$ cat config.mk
export PLATFORM = sky130hd
export DESIGN_NAME = data_write_buffer
export DESIGN_NICKNAME = d
export VERILOG_FILES = /design/src/rtl/data_write_buffer_pkg.sv /design/src/rtl/data_write_buffer_fifo.sv /design/src/rtl/data_write_buffer.sv
export SDC_FILE = /design/constraint.sdc
export NUM_CORES = 1
export LEC_CHECK = 0
export BUFFER_PORTS_ARGS = -buffer_cell sky130_fd_sc_hd__buf_2
export CAP_MARGIN = 20
export CORE_AREA = 2 2 244 246
export CTS_CLUSTER_DIAMETER = 40
export DETAILED_ROUTE_END_ITERATION = 7
export DIE_AREA = 0 0 246 248
export SLEW_MARGIN = 25
export SYNTH_ARGS = -nofsm -noshare
export SYNTH_HDL_FRONTEND = slang
export SYNTH_HIERARCHICAL = 1
export SYNTH_SLANG_ARGS = --single-unit
$ cat constraint.sdc
create_clock -name clock_i -period 6.7 [get_ports clock_i]
set_clock_uncertainty 0.05 [all_clocks]
set_input_delay 0.67 -clock clock_i [delete_from_list [all_inputs] [get_ports clock_i]]
set_output_delay 0.67 -clock clock_i [all_outputs]
set_load 0.05 [all_outputs]
$ cat src/rtl/data_write_buffer_pkg.sv
// Shared types for the posted-store data write buffer: queued store entries and FSM state encodings.
package data_write_buffer_pkg;

  typedef struct packed {
    logic [31:0] address;
    logic [1:0]  size;
    logic [31:0] write_data;
    logic [3:0]  write_strobe;
  } entry_t;

  typedef enum logic [1:0] {
    CpuIdle,
    CpuStoreAck,
    CpuLoadWait
  } cpu_state_t;

  typedef enum logic [2:0] {
    MemIdle,
    MemStoreAddress,
    MemStoreData,
    MemLoadAddress,
    MemLoadData
  } memory_state_t;

endpackage

$ cat src/rtl/data_write_buffer_fifo.sv
// Circular store queue; exposes per-slot valid bits and word addresses for the load hazard check.
module data_write_buffer_fifo
  import data_write_buffer_pkg::*;
#(
  parameter int unsigned Depth = 4
) (
  input  logic                    clock_i,
  input  logic                    reset_i,
  input  logic                    push_i,
  input  entry_t                  push_entry_i,
  input  logic                    pop_i,
  output logic                    full_o,
  output logic                    empty_o,
  output logic [$clog2(Depth):0]  count_o,
  output entry_t                  head_o,
  output logic [Depth-1:0]        valid_o,
  output logic [Depth-1:0][29:0]  word_address_o
);

  localparam int unsigned PtrW = $clog2(Depth);
  localparam logic [PtrW-1:0] PtrOne = PtrW'(1);
  localparam logic [PtrW:0] CountOne = (PtrW + 1)'(1);
  localparam logic [PtrW:0] FullCount = (PtrW + 1)'(Depth);

  logic [PtrW-1:0] wr_ptr_q, wr_ptr_d;
  logic [PtrW-1:0] rd_ptr_q, rd_ptr_d;
  logic [PtrW:0]   count_q, count_d;
  logic [Depth-1:0] valid_q, valid_d;
  entry_t          entries_q [Depth];
  logic            push_ok, pop_ok;

  assign full_o  = (count_q == FullCount);
  assign empty_o = (count_q == '0);
  assign push_ok = push_i && !full_o;
  assign pop_ok  = pop_i && !empty_o;

  always_comb begin
    wr_ptr_d = wr_ptr_q;
    rd_ptr_d = rd_ptr_q;
    count_d  = count_q;
    valid_d  = valid_q;
    if (push_ok) begin
      wr_ptr_d          = wr_ptr_q + PtrOne;
      valid_d[wr_ptr_q] = 1'b1;
    end
    if (pop_ok) begin
      rd_ptr_d          = rd_ptr_q + PtrOne;
      valid_d[rd_ptr_q] = 1'b0;
    end
    case ({push_ok, pop_ok})
      2'b10:   count_d = count_q + CountOne;
      2'b01:   count_d = count_q - CountOne;
      default: count_d = count_q;
    endcase
  end

  always_ff @(posedge clock_i) begin
    if (reset_i) begin
      wr_ptr_q <= '0;
      rd_ptr_q <= '0;
      count_q  <= '0;
      valid_q  <= '0;
    end else begin
      wr_ptr_q <= wr_ptr_d;
      rd_ptr_q <= rd_ptr_d;
      count_q  <= count_d;
      valid_q  <= valid_d;
    end
  end

  // Payload needs no reset: valid_q gates every use of a slot.
  always_ff @(posedge clock_i) begin
    if (push_ok) begin
      entries_q[wr_ptr_q] <= push_entry_i;
    end
  end

  always_comb begin
    for (int unsigned i = 0; i < Depth; i++) begin
      word_address_o[i] = entries_q[i].address[31:2];
    end
  end

  assign count_o = count_q;
  assign head_o  = entries_q[rd_ptr_q];
  assign valid_o = valid_q;

endmodule

$ cat src/rtl/data_write_buffer.sv
// Posted-store buffer between the CPU data port and the bridge data port. Stores are acked at
// once and drained in order; loads bypass queued stores unless a queued word address matches.
module data_write_buffer
  import data_write_buffer_pkg::*;
#(
  parameter int unsigned Depth = 4
) (
  input  logic        clock_i,
  input  logic        reset_i,
  input  logic        cpu_request_i,
  input  logic        cpu_write_i,
  input  logic [1:0]  cpu_size_i,
  input  logic [31:0] cpu_address_i,
  input  logic [31:0] cpu_write_data_i,
  input  logic [3:0]  cpu_write_strobe_i,
  output logic [31:0] cpu_read_data_o,
  output logic        cpu_address_ready_o,
  output logic        cpu_data_ready_o,
  output logic        memory_request_o,
  output logic        memory_write_o,
  output logic [1:0]  memory_size_o,
  output logic [31:0] memory_address_o,
  output logic [31:0] memory_write_data_o,
  output logic [3:0]  memory_write_strobe_o,
  input  logic [31:0] memory_read_data_i,
  input  logic        memory_address_ready_i,
  input  logic        memory_data_ready_i,
  output logic        buffer_empty_o
);

  localparam int unsigned CountW = $clog2(Depth) + 1;

  cpu_state_t    cpu_state_q, cpu_state_d;
  memory_state_t mem_state_q, mem_state_d;

  logic        load_pending_q, load_pending_d;
  logic [31:0] load_address_q, load_address_d;
  logic [1:0]  load_size_q, load_size_d;
  logic        load_done_q, load_done_d;
  logic [31:0] read_data_q, read_data_d;

  logic        mem_write_q, mem_write_d;
  logic [1:0]  mem_size_q, mem_size_d;
  logic [31:0] mem_address_q, mem_address_d;
  logic [31:0] mem_write_data_q, mem_write_data_d;
  logic [3:0]  mem_write_strobe_q, mem_write_strobe_d;

  logic                    fifo_full, fifo_empty, fifo_pop;
  logic [CountW-1:0]       fifo_count;
  entry_t                  fifo_head, push_entry;
  logic [Depth-1:0]        fifo_valid;
  logic [Depth-1:0][29:0]  fifo_word_address;

  logic hazard, store_hs, load_hs, load_go;

  assign push_entry = '{address:      cpu_address_i,
                        size:         cpu_size_i,
                        write_data:   cpu_write_data_i,
                        write_strobe: cpu_write_strobe_i};

  data_write_buffer_fifo #(
    .Depth (Depth)
  ) u_fifo (
    .clock_i        (clock_i),
    .reset_i        (reset_i),
    .push_i         (store_hs),
    .push_entry_i   (push_entry),
    .pop_i          (fifo_pop),
    .full_o         (fifo_full),
    .empty_o        (fifo_empty),
    .count_o        (fifo_count),
    .head_o         (fifo_head),
    .valid_o        (fifo_valid),
    .word_address_o (fifo_word_address)
  );

  // The draining head stays valid until its pop, so it still blocks a matching load.
  always_comb begin
    hazard = 1'b0;
    for (int unsigned i = 0; i < Depth; i++) begin
      if (fifo_valid[i] && (fifo_word_address[i] == cpu_address_i[31:2])) begin
        hazard = 1'b1;
      end
    end
  end

  always_ff @(posedge clock_i) begin
    if (reset_i) begin
      cpu_state_q        <= CpuIdle;
      mem_state_q        <= MemIdle;
      load_pending_q     <= 1'b0;
      load_address_q     <= '0;
      load_size_q        <= '0;
      load_done_q        <= 1'b0;
      read_data_q        <= '0;
      mem_write_q        <= 1'b0;
      mem_size_q         <= '0;
      mem_address_q      <= '0;
      mem_write_data_q   <= '0;
      mem_write_strobe_q <= '0;
    end else begin
      cpu_state_q        <= cpu_state_d;
      mem_state_q        <= mem_state_d;
      load_pending_q     <= load_pending_d;
      load_address_q     <= load_address_d;
      load_size_q        <= load_size_d;
      load_done_q        <= load_done_d;
      read_data_q        <= read_data_d;
      mem_write_q        <= mem_write_d;
      mem_size_q         <= mem_size_d;
      mem_address_q      <= mem_address_d;
      mem_write_data_q   <= mem_write_data_d;
      mem_write_strobe_q <= mem_write_strobe_d;
    end
  end

  // CPU-side outputs and handshakes.
  always_comb begin
    cpu_address_ready_o = 1'b0;
    cpu_data_ready_o    = 1'b0;
    unique case (cpu_state_q)
      CpuIdle:     cpu_address_ready_o = cpu_request_i && (cpu_write_i ? !fifo_full : !hazard);
      CpuStoreAck: cpu_data_ready_o = 1'b1;
      CpuLoadWait: cpu_data_ready_o = load_done_q;
      default:     cpu_data_ready_o = 1'b0;
    endcase
  end

  assign store_hs = cpu_address_ready_o && cpu_write_i;
  assign load_hs  = cpu_address_ready_o && !cpu_write_i;
  // A load handshaking this cycle can be issued directly if the memory side is idle.
  assign load_go  = load_pending_q || load_hs;

  // CPU-side next state and load capture.
  always_comb begin
    cpu_state_d    = cpu_state_q;
    load_pending_d = load_pending_q;
    load_address_d = load_address_q;
    load_size_d    = load_size_q;
    unique case (cpu_state_q)
      CpuIdle: begin
        if (store_hs) begin
          cpu_state_d = CpuStoreAck;
        end else if (load_hs) begin
          cpu_state_d    = CpuLoadWait;
          load_pending_d = 1'b1;
          load_address_d = cpu_address_i;
          load_size_d    = cpu_size_i;
        end
      end
      CpuStoreAck: cpu_state_d = CpuIdle;
      CpuLoadWait: if (load_done_q) cpu_state_d = CpuIdle;
      default:     cpu_state_d = CpuIdle;
    endcase
    if ((mem_state_q == MemIdle) && load_go) begin
      load_pending_d = 1'b0;
    end
  end

  // Memory-side next state; address-phase fields are loaded only when leaving MemIdle.
  always_comb begin
    mem_state_d        = mem_state_q;
    mem_write_d        = mem_write_q;
    mem_size_d         = mem_size_q;
    mem_address_d      = mem_address_q;
    mem_write_data_d   = mem_write_data_q;
    mem_write_strobe_d = mem_write_strobe_q;
    read_data_d        = read_data_q;
    load_done_d        = 1'b0;
    fifo_pop           = 1'b0;
    unique case (mem_state_q)
      MemIdle: begin
        if (load_go) begin
          mem_state_d        = MemLoadAddress;
          mem_write_d        = 1'b0;
          mem_size_d         = load_hs ? cpu_size_i : load_size_q;
          mem_address_d      = load_hs ? cpu_address_i : load_address_q;
          mem_write_data_d   = '0;
          mem_write_strobe_d = '0;
        end else if (!fifo_empty) begin
          mem_state_d        = MemStoreAddress;
          mem_write_d        = 1'b1;
          mem_size_d         = fifo_head.size;
          mem_address_d      = fifo_head.address;
          mem_write_data_d   = fifo_head.write_data;
          mem_write_strobe_d = fifo_head.write_strobe;
        end
      end
      MemStoreAddress: if (memory_address_ready_i) mem_state_d = MemStoreData;
      MemStoreData: begin
        if (memory_data_ready_i) begin
          fifo_pop    = 1'b1;
          mem_state_d = MemIdle;
        end
      end
      MemLoadAddress: if (memory_address_ready_i) mem_state_d = MemLoadData;
      MemLoadData: begin
        if (memory_data_ready_i) begin
          read_data_d = memory_read_data_i;
          load_done_d = 1'b1;
          mem_state_d = MemIdle;
        end
      end
      default: mem_state_d = MemIdle;
    endcase
  end

  // Memory-side outputs.
  always_comb begin
    memory_request_o = (mem_state_q == MemStoreAddress) || (mem_state_q == MemLoadAddress);
    buffer_empty_o   = (fifo_count == '0) &&
                       !((mem_state_q == MemStoreAddress) || (mem_state_q == MemStoreData));
  end

  assign memory_write_o        = mem_write_q;
  assign memory_size_o         = mem_size_q;
  assign memory_address_o      = mem_address_q;
  assign memory_write_data_o   = mem_write_data_q;
  assign memory_write_strobe_o = mem_write_strobe_q;
  assign cpu_read_data_o       = read_data_q;

endmodule

==> results of run 1 <==
-- sequential cells by signal, indices dropped and copies added (netlist names), named ones only --
| name | flops |
|---|---|
| u_fifo/entries_q | 280 |
| load_pending_q | 1 |
| memory_write_strobe_o | 4 |
| load_size_q | 2 |
| mem_state_q | 3 |
| memory_size_o | 2 |
| load_address_q | 32 |
| memory_write_o | 1 |
| load_done_q | 1 |
| u_fifo/wr_ptr_q | 2 |
| u_fifo/rd_ptr_q | 2 |
| u_fifo/count_o | 3 |
| cpu_state_q | 2 |
| u_fifo/valid_o | 4 |
| memory_write_data_o | 32 |
| cpu_read_data_o | 32 |
| memory_address_o | 32 |
-- metal layers --
layer	vias up	part of all wire
li1	4874	-
met1	5379	0.43
met2	323	0.47
met3	94	0.074
met4	12	0.025
met5	-	0.0019
-- power breakdown --
group | internal, uW | switching, uW | total, uW
Clock | 2550 | 1450 | 4010
Sequential | 3030 | 103 | 3130
Combinational | 321 | 713 | 1030
Total | 5900 | 2270 | 8170
-- metrics by stage --
step	utilization	cell area, um2	worst slack (ps)
final	0.384	22500	3260
after floorplan	-	19100	3720
after global placement	0.338	19800	2670
after global routing	0.384	22500	3010
after CTS	0.384	22500	3230
after detailed placement	0.338	19800	2790
-- worst reg2reg max path, stage by stage, from the launching register on --
cell	delay, ps
edfxtp_1	410
xor2_1	160
nor4_1	600
nand4_1	230
nand4b_1	200
buf_4	580
buf_4	650
mux2i_1	330
o2bb2ai_2	90
-- placed cells by master (no fill, tap or decap), drive strengths merged, types with 5 or more instances in the layout --
cell      synthesis  final
a21oi            42     42
a22o             36     36
and3              6      6
buf             182    225
bufinv            0      8
clkbuf           32     91
clkinv            0     18
clkinvlp          0      9
dfxtp           157    157
edfxtp          280    280
ha               12     12
inv              14     31
mux2             35     35
mux2i            69     69
mux4             70     70
nand2            69     69
nand3             6      6
nand4            27     27
nor2             51     51
nor3              5      5
nor4             11     11
o21a              5      5
o2bb2ai          34     34
xnor2           111    111
xor2             15     15
-- layout make-up --
type,instances,share of cell area
Timing Repair Buffer,225,0.0514
Tap cell,773,0.0431
Antenna cell,2,0.000223
Inverter,14,0.00234
Multi-Input combinational cell,633,0.269
Clock buffer,91,0.0909
Sequential cell,437,0.515
Clock inverter,52,0.0290
-- worst paths after layout --
check	endpoint	start	cells past startpoint	slack, ps
setup / recovery	memory_address_o[20]$_SDFFE_PP0P_	u_fifo/entries_q[3][61]$_DFFE_PP_	8	3260
hold / removal	u_fifo/entries_q[2][4]$_DFFE_PP_	cpu_write_data_i[0]	1	230
setup reg to reg	memory_address_o[20]$_SDFFE_PP0P_	u_fifo/entries_q[3][61]$_DFFE_PP_	8	3260
hold reg to reg	cpu_read_data_o[31]$_SDFFE_PP0P_	cpu_read_data_o[31]$_SDFFE_PP0P_	2	400
-- cells by family after synthesis --
group | count (synthesis) | share of synthesized area
xor+xnor | 126 | 0.0578
flops | 437 | 0.605
buf+inv | 228 | 0.0812
fa+ha+maj | 13 | 0.00891
mux | 174 | 0.140
compound gates | 132 | 0.0611
simple gates | 188 | 0.0465
==> qor.csv, run 1 <==
metric,value,unit
status,"finished, final reports clean",
P per Cell Area,364,nW/um2
GRT Max-Usage Layer,met2,
PortBufs,214,
pin count of the biggest net entering global routing,66,
Worst-Skew Late Latency,610,ps
CP max-delay cell,nor4_1,
Inst Count DP,2082,
Sink Count,437,
GRT met1 Usage,0.196,
storage element area,11600,um2
met2 usage,0.238,
CTS Buf Count,77,
DRC violations left,0,
Ports,215,
Peak Freq,291,MHz
prevailing post-synth register cell,edfxtp_1,
register area share after synthesis,0.605,
Setup crit end kind,flop,
met3 Use GR,0.0520,
endpoints failing hold,0,
area delta synth->final,17.7,%
area share of the largest cell type after synthesis,0.440,
CP Class,flop to flop,
Multi-input gate area,6030,um2
setup bufs post-CTS,0,
share of flip-flops with an asynchronous set or reset,0,
CP dominant cell by count,buf_4,
CTS tree,done,
minimum clock period,3440,ps
max_cap viols,0,
first-iteration detailed-routing DRC count,634,
most used standard cell by instance count after synthesis,edfxtp_1,
clk slew on worst S/H paths,60,ps
Starting Density,0.327,
Yosys Warn Count,6,
WL per Instance,20.7,um
Avg Synthesized Cell Area,14.7,um2
overall power,8170,uW
HP Class,primary input to flop,
"top cells by count, synth","edfxtp_1 (280), dfxtp_1 (157), buf_4 (154)",
first-pass GRT wire length,69100,um
FP Rows,89,
CP cell instances,xor2_1 -> nor4_1 -> nand4_1 -> nand4b_1 -> buf_4 -> buf_4 -> mux2i_1 -> o2bb2ai_2,
HPWL after DPL,29900,um
Rel. slew slack,0.387,
Mapped Area,19100,um2
post-cts resize count,0,
WP buf/inv,2,
"Slew Viols, Final",0,
final WL,46200,um
Die Area,61000,um2
"Req. time, crit path",7120,ps
Critical Path AT,3860,ps
LEAKAGE,0.00818,uW
Worst VDD drop,0.239,mV
initial antenna violation count,8,
fillers,5468,
core box area,58500,um2
syn nets,1419,
Gate Count Post-Synth,1298,
nets@finish,1509,
Worst Path Max Fanout,42,
Global Route Usage Sum,0.152,
Vias/cell,4.80,
Clock Tree Buf Depth,3,
"slowest stage delay, CP",600,ps
period utilization,0.513,
"Hold-fix buffers, CTS",0,
die width,246,um
RSZ-0062 raised after global routing,no,
DRT Pass-1 Iters,5,
pin slew with the least headroom to its limit,919,ps
CP startpoint kind,flop,
die height,248,um
Min Hold Slack,225,ps
post-synth cell types,52,
post-synth top area cell,edfxtp_1,
number of global-route vias before repair,10800,
post-route insts no fill,2227,
Final TNS setup,0,ps
Post-synth EDFFs,280,
GP Congestion,0.825,
synthesized flop and latch total,437,
setup violators final,0,
top post-synthesis cells by area,"edfxtp_1 (44%), dfxtp_1 (16%), mux4_2 (8.3%)",
layout cells sized above 1,0.348,
Routed Antenna Nets,0,
DR vias,10700,
root buffer cell,clkbuf_16,
grt ovf,0,
H-tree level count,3,
family with the most delay on the worst path,buffers and inverters,
Power figures use the tool's default switching activity.
==> run 2, diff against run 1 <==
==> constraint.sdc (replaced) <==
create_clock -name clock_i -period 3.16 [get_ports clock_i]
set_clock_uncertainty 0.05 [all_clocks]
set_input_delay 0.316 -clock clock_i [delete_from_list [all_inputs] [get_ports clock_i]]
set_output_delay 0.316 -clock clock_i [all_outputs]
set_load 0.05 [all_outputs]
==> qor.csv, run 2 (same netlist as run 1, synthesis figures left out) <==
metric,value,unit,change
pin slew with the least headroom to its limit,758,ps,was 919 ps
FP Rows,89,,unchanged
LEAKAGE,0.00868,uW,was 0.00818 uW
Starting Density,0.327,,unchanged
core box area,58500,um2,unchanged
Sink Count,437,,unchanged
Peak Freq,333,MHz,
Worst-Skew Late Latency,600,ps,was 610 ps
PortBufs,214,,unchanged
family with the most delay on the worst path,buffers and inverters,,unchanged
Worst Path Max Fanout,10,,was 42
initial antenna violation count,3,,was 8
Clock Tree Buf Depth,3,,unchanged
overall power,17100,uW,was 8170 uW
grt ovf,0,,unchanged
DRC violations left,0,,unchanged
reg-to-reg startpoint,u_fifo/count_o[2]$_SDFFE_PP0P_,,was u_fifo/entries_q[3][61]$_DFFE_PP_
RSZ-0062 raised after global routing,no,,unchanged
WHS Path Cells,1,,unchanged
"commonest non-fill, non-tap cells in the layout","edfxtp_1 (280), buf_2 (214), dfxtp_1 (154)",,unchanged
WL per Instance,20.1,um,was 20.7 um
die width,246,um,unchanged
final WL,46900,um,"was 46,200 um"
setup bufs post-CTS,0,,unchanged
DR vias,11000,,"was 10,700"
layout cells sized above 1,0.343,,was 0.348
CP cell instances,dlygate4sd3_1 -> buf_2 -> xnor2_1 -> nand4_1 -> nor4_2 -> buf_4 -> a21boi_1 -> nand3_1 -> nand2_1 -> buf_2,,was xor2_1 -> nor4_1 -> nand4_1 -> nand4b_1 -> buf_4 -> buf_4 -> mux2i_1 -> o2bb2ai_2
Largest register FFs,280,,unchanged
pin count of the biggest net entering global routing,72,,was 66
Die Area,61000,um2,unchanged
minimum clock period,3010,ps,
clk slew on worst S/H paths,50,ps,was 60 ps
H-tree level count,3,,unchanged
number of global-route vias before repair,11500,,"was 10,800"
Worst setup endpoint,cpu_address_ready_o,,was memory_address_o[20]$_SDFFE_PP0P_
Vias/cell,4.71,,was 4.80
Worst VDD drop,0.480,mV,was 0.239 mV
Final TNS setup,0,ps,unchanged
Routed Antenna Nets,0,,unchanged
worst setup path startpoint,cpu_address_i[27],,was u_fifo/entries_q[3][61]$_DFFE_PP_
Reg2Reg Depth,13,,was 8
nets@finish,1619,,"was 1,509"
fillers,5376,,"was 5,468"
worst reg2reg endpoint,u_fifo/count_o[2]$_SDFFE_PP0P_,,was memory_address_o[20]$_SDFFE_PP0P_
endpoints failing hold,0,,unchanged
die height,248,um,unchanged
CP dominant cell by count,buf_2,,was buf_4
Global Route Usage Sum,0.153,,was 0.152
CP Depth,10,,was 8
Ports,215,,unchanged
first-pass GRT wire length,70100,um,"was 69,100 um"
root buffer cell,clkbuf_16,,unchanged
WP buf/inv,4,,was 2
setup violators final,0,,unchanged
status,"finished, final reports clean",,unchanged
Setup crit end kind,primary output,,was flop
first-iteration detailed-routing DRC count,665,,was 634
HP Class,primary input to flop,,unchanged
HPWL after DPL,30600,um,"was 29,900 um"
CP startpoint kind,primary input,,was flop
storage element area,11600,um2,unchanged
P per Cell Area,724,nW/um2,was 364 nW/um2
CTS Buf Count,74,,was 77
DRT Pass-1 Iters,7,,was 5
"Req. time, crit path",2790,ps,was 7120 ps
CP Class,primary input to primary output,,was flop to flop
GP Congestion,0.808,,was 0.825
period utilization,0.952,,
area delta synth->final,23.5,%,was 17.7%
"commonest non-fill, non-tap cell in the layout",edfxtp_1,,unchanged
Critical Path AT,2640,ps,was 3860 ps
Rel. slew slack,0.494,,was 0.387
"reg-to-reg slack, setup",220,ps,was 3260 ps
max_cap viols,0,,unchanged
"Slew Viols, Final",0,,unchanged
CP max-delay cell,dlygate4sd3_1,,was nor4_1
Top reg by flops,u_fifo/entries_q,,unchanged
CTS tree,done,,unchanged
"slowest stage delay, CP",570,ps,was 600 ps
Util after Layout,0.403,,was 0.384
Multi-input gate area,6030,um2,about the same
[run 2: timing repair]
action | in CTS | in global routing
endpoints found under the setup margin | 0 | 1
hold buffers | 81 | 0
gates resized for setup | 0 | 1
hold endpoints to repair | 225 | 0
[run 2: worst min-delay path by stage]
stage,start,end,slack (ps)
4_1_cts,cpu_address_i[15],u_fifo/entries_q[3][53]$_DFFE_PP_,2
5_1_grt,cpu_address_i[2],u_fifo/entries_q[3][40]$_DFFE_PP_,20
6_report,cpu_address_i[15],u_fifo/entries_q[3][53]$_DFFE_PP_,40
3_5_place_dp,cpu_read_data_o[21]$_SDFFE_PP0P_,cpu_read_data_o[21]$_SDFFE_PP0P_,400
2_1_floorplan,cpu_write_strobe_i[0],u_fifo/entries_q[0][0]$_DFFE_PP_,360
3_3_place_gp,cpu_read_data_o[3]$_SDFFE_PP0P_,cpu_read_data_o[3]$_SDFFE_PP0P_,390
[run 2: area by class of cell]
class / instances / area share
diodes: 1 / 0.000106
clock buffers: 83 / 0.0826
repair buffers: 338 / 0.103
inverters: 14 / 0.00223
clock inverters: 53 / 0.0248
well taps: 773 / 0.0410
flip-flops and latches: 437 / 0.490
multi-input cells: 633 / 0.256
[run 2: per-stage QoR]
stage	cell area, um2	instances	worst slack, ps	hold slack (ps)
final	23600	2332	153	38.1
after global routing	23600	2332	3.56	18.0
after CTS	23600	2331	14.9	2.30
after detailed placement	20200	2114	252	395
after global placement	20200	2114	335	388
after floorplan	19100	1298	530	365
[run 2: power breakdown]
part           leakage (uW)  switching, uW  internal, uW  total, uW
Clock               0.00122           2940          5110       8050
Sequential          0.00381            210          6420       6630
Combinational       0.00364           1530           861       2390
[run 2: routing by layer]
layer | vias up | global-route usage | wire length (um) | share of wire
met5 | - | 0 | 26 | 0.00055
met4 | 4 | 0.0517 | 1080 | 0.023
met3 | 79 | 0.0481 | 3430 | 0.073
met2 | 336 | 0.253 | 22900 | 0.49
met1 | 5475 | 0.190 | 19500 | 0.42
li1 | 5099 | - | - | -
==> run 3, diff against run 2 <==
--- a/config.mk
+++ b/config.mk
@@ -11,6 +11,7 @@
 export CTS_CLUSTER_DIAMETER = 40
 export DETAILED_ROUTE_END_ITERATION = 7
 export DIE_AREA = 0 0 246 248
+export PLACE_DENSITY_LB_ADDON = 0.08
 export SLEW_MARGIN = 25
 export SYNTH_ARGS = -nofsm -noshare
 export SYNTH_HDL_FRONTEND = slang
==> qor.csv, run 3 (same netlist as run 1, synthesis figures left out) <==
metric,value,unit,change
CTS Buf Count,81,,was 74
min-delay src,cpu_address_i[13],,was cpu_address_i[15]
"slowest stage delay, CP",540,ps,was 570 ps
HPWL after DPL,32600,um,"was 30,600 um"
die width,246,um,unchanged
endpoints failing hold,0,,unchanged
Sw Share,0.271,,was 0.275
Global Route Usage Sum,0.163,,was 0.153
clk slew on worst S/H paths,50,ps,about the same
Top reg by flops,u_fifo/entries_q,,unchanged
Final TNS setup,0,ps,unchanged
area delta synth->final,26.9,%,was 23.5%
met2 usage,0.268,,was 0.253
setup violators final,0,,unchanged
DR vias,11000,,about the same
Seq pwr share,0.371,,was 0.388
Peak Freq,329,MHz,was 333 MHz
number of global-route vias before repair,11700,,"was 11,500"
Ports,215,,unchanged
HP Class,primary input to flop,,unchanged
H-tree level count,3,,unchanged
P per Cell Area,737,nW/um2,was 724 nW/um2
Setup crit end kind,primary output,,unchanged
GRT met1 Usage,0.211,,was 0.190
sw power,4830,uW,was 4690 uW
final WL,49200,um,"was 46,900 um"
setup bufs post-CTS,0,,unchanged
max_cap viols,0,,unchanged
LEAKAGE,0.00899,uW,was 0.00868 uW
core box area,58500,um2,unchanged
"Req. time, crit path",2790,ps,about the same
Worst VDD drop,0.419,mV,was 0.480 mV
GP Congestion,0.760,,was 0.808
status,"finished, final reports clean",,unchanged
Combinational Power Share,0.137,,was 0.140
PortBufs,214,,unchanged
GRT Max-Usage Layer,met2,,unchanged
DRT Pass-1 Iters,4,,was 7
CTS tree,done,,unchanged
WL per Instance,20.8,um,was 20.1 um
Clock Tree Buf Depth,3,,unchanged
WP buf/inv,4,,unchanged
pin count of the biggest net entering global routing,82,,was 72
period utilization,0.961,,was 0.952
Vias/cell,4.62,,was 4.71
Worst-Skew Late Latency,610,ps,was 600 ps
CP max-delay cell,dlygate4sd3_1,,unchanged
layout cells sized above 1,0.351,,was 0.343
RSZ-0062 raised after global routing,no,,unchanged
grt ovf,0,,unchanged
Worst Path Max Fanout,10,,unchanged
P_int,13000,uW,"was 12,400 uW"
Routed Antenna Nets,0,,unchanged
DRC violations left,0,,unchanged
initial antenna violation count,4,,was 3
first-iteration detailed-routing DRC count,480,,was 665
CP startpoint kind,primary input,,unchanged
"Slew Viols, Final",0,,unchanged
Largest register FFs,280,,unchanged
clock network fraction of total power,0.492,,was 0.471
"commonest non-fill, non-tap cells in the layout","edfxtp_1 (280), buf_2 (213), dfxtp_1 (154)",,"was edfxtp_1 (280), buf_2 (214), dfxtp_1 (154)"
die height,248,um,unchanged
"commonest non-fill, non-tap cell in the layout",edfxtp_1,,unchanged
reg-to-reg startpoint,u_fifo/count_o[2]$_SDFFE_PP0P_,,unchanged
root buffer cell,clkbuf_16,,unchanged
Critical Path AT,2670,ps,was 2640 ps
CP cell instances,dlygate4sd3_1 -> buf_2 -> xnor2_1 -> nand4_1 -> nor4_4 -> nand4_1 -> buf_4 -> nand3_1 -> nand2_1 -> buf_2,,was dlygate4sd3_1 -> buf_2 -> xnor2_1 -> nand4_1 -> nor4_2 -> buf_4 -> a21boi_1 -> nand3_1 -> nand2_1 -> buf_2
Sink Count,437,,unchanged
Rel. slew slack,0.487,,was 0.494
minimum clock period,3040,ps,was 3010 ps
Util after Layout,0.414,,was 0.403
Die Area,61000,um2,unchanged
met3 Use GR,0.0433,,was 0.0481
first-pass GRT wire length,74100,um,"was 70,100 um"
worst setup path startpoint,cpu_address_i[17],,was cpu_address_i[27]
Starting Density,0.327,,unchanged
FP Rows,89,,unchanged
family with the most delay on the worst path,buffers and inverters,,unchanged
pin slew with the least headroom to its limit,769,ps,was 758 ps
nets@finish,1651,,"was 1,619"
CP Class,primary input to primary output,,unchanged
-- run 3: cell types whose count changed in the layout (fill, tap and decap cells not counted), moves of 6 or more --
| cell | change |
|---|---|
| buf_12 | +6 |
| clkbuf_1 | +6 |
| xnor2_1 | -7 |
| xnor2_2 | +6 |
| dlygate4sd3_1 | +13 |
| buf_4 | +7 |
-- run 3: worst paths after layout --
check,endpoint,slack (ps),depth (start not counted)
setup / recovery,cpu_address_ready_o,120,10
hold / removal,u_fifo/entries_q[1][51]$_DFFE_PP_,40,1
hold reg to reg,cpu_read_data_o[9]$_SDFFE_PP0P_,400,2
setup reg to reg,u_fifo/count_o[2]$_SDFFE_PP0P_,210,13
-- run 3: cell type report --
class | count | area [um2]
well taps | 773 | 967
fillers | 5415 | 34200
diodes | 2 | 5.00
clock inverters | 54 | 683
inverters | 14 | 52.6
repair buffers | 363 | 2730
flip-flops and latches | 437 | 11600
clock buffers | 96 | 2120
multi-input cells | 633 | 6110
-- run 3: per-layer routing --
metal / routed length, um / share of wire
met5: 30 / 0.00061
met4: 1130 / 0.023
met3: 2800 / 0.057
met2: 23400 / 0.48
met1: 21800 / 0.44
-- run 3: what timing repair did --
item	4_1_cts	5_1_grt
hold buffers	94	0
pin swaps	1	1
gates resized for setup	4	8
setup endpoints to repair	1	1
endpoints found under the hold margin	270	0
gates cloned	0	0
-- run 3: through the flow --
stage / hold WS (ps) / cells / total power (uW) / setup WS [ps] / instance area [um2]
4_1_cts: 1.28 / 2370 / 18200 / 58.7 / 24200
5_1_grt: 18.0 / 2372 / 18600 / 4.78 / 24200
3_3_place_gp: 390 / 2126 / 9120 / 55.3 / 20400
3_5_place_dp: 394 / 2126 / 9130 / 38.4 / 20400
6_report: 36.6 / 2372 / 17900 / 122 / 24200
2_1_floorplan: 365 / 1298 / 8380 / 530 / 19100
-- run 3: power by group through the flow --
stage	Combinational, uW	Clock, uW	Sequential (uW)
after floorplan	1150	0	7230
after global placement	2390	0	6730
after detailed placement	2390	0	6740
after CTS	2500	9040	6630
after global routing	2630	9300	6660
final	2450	8780	6620
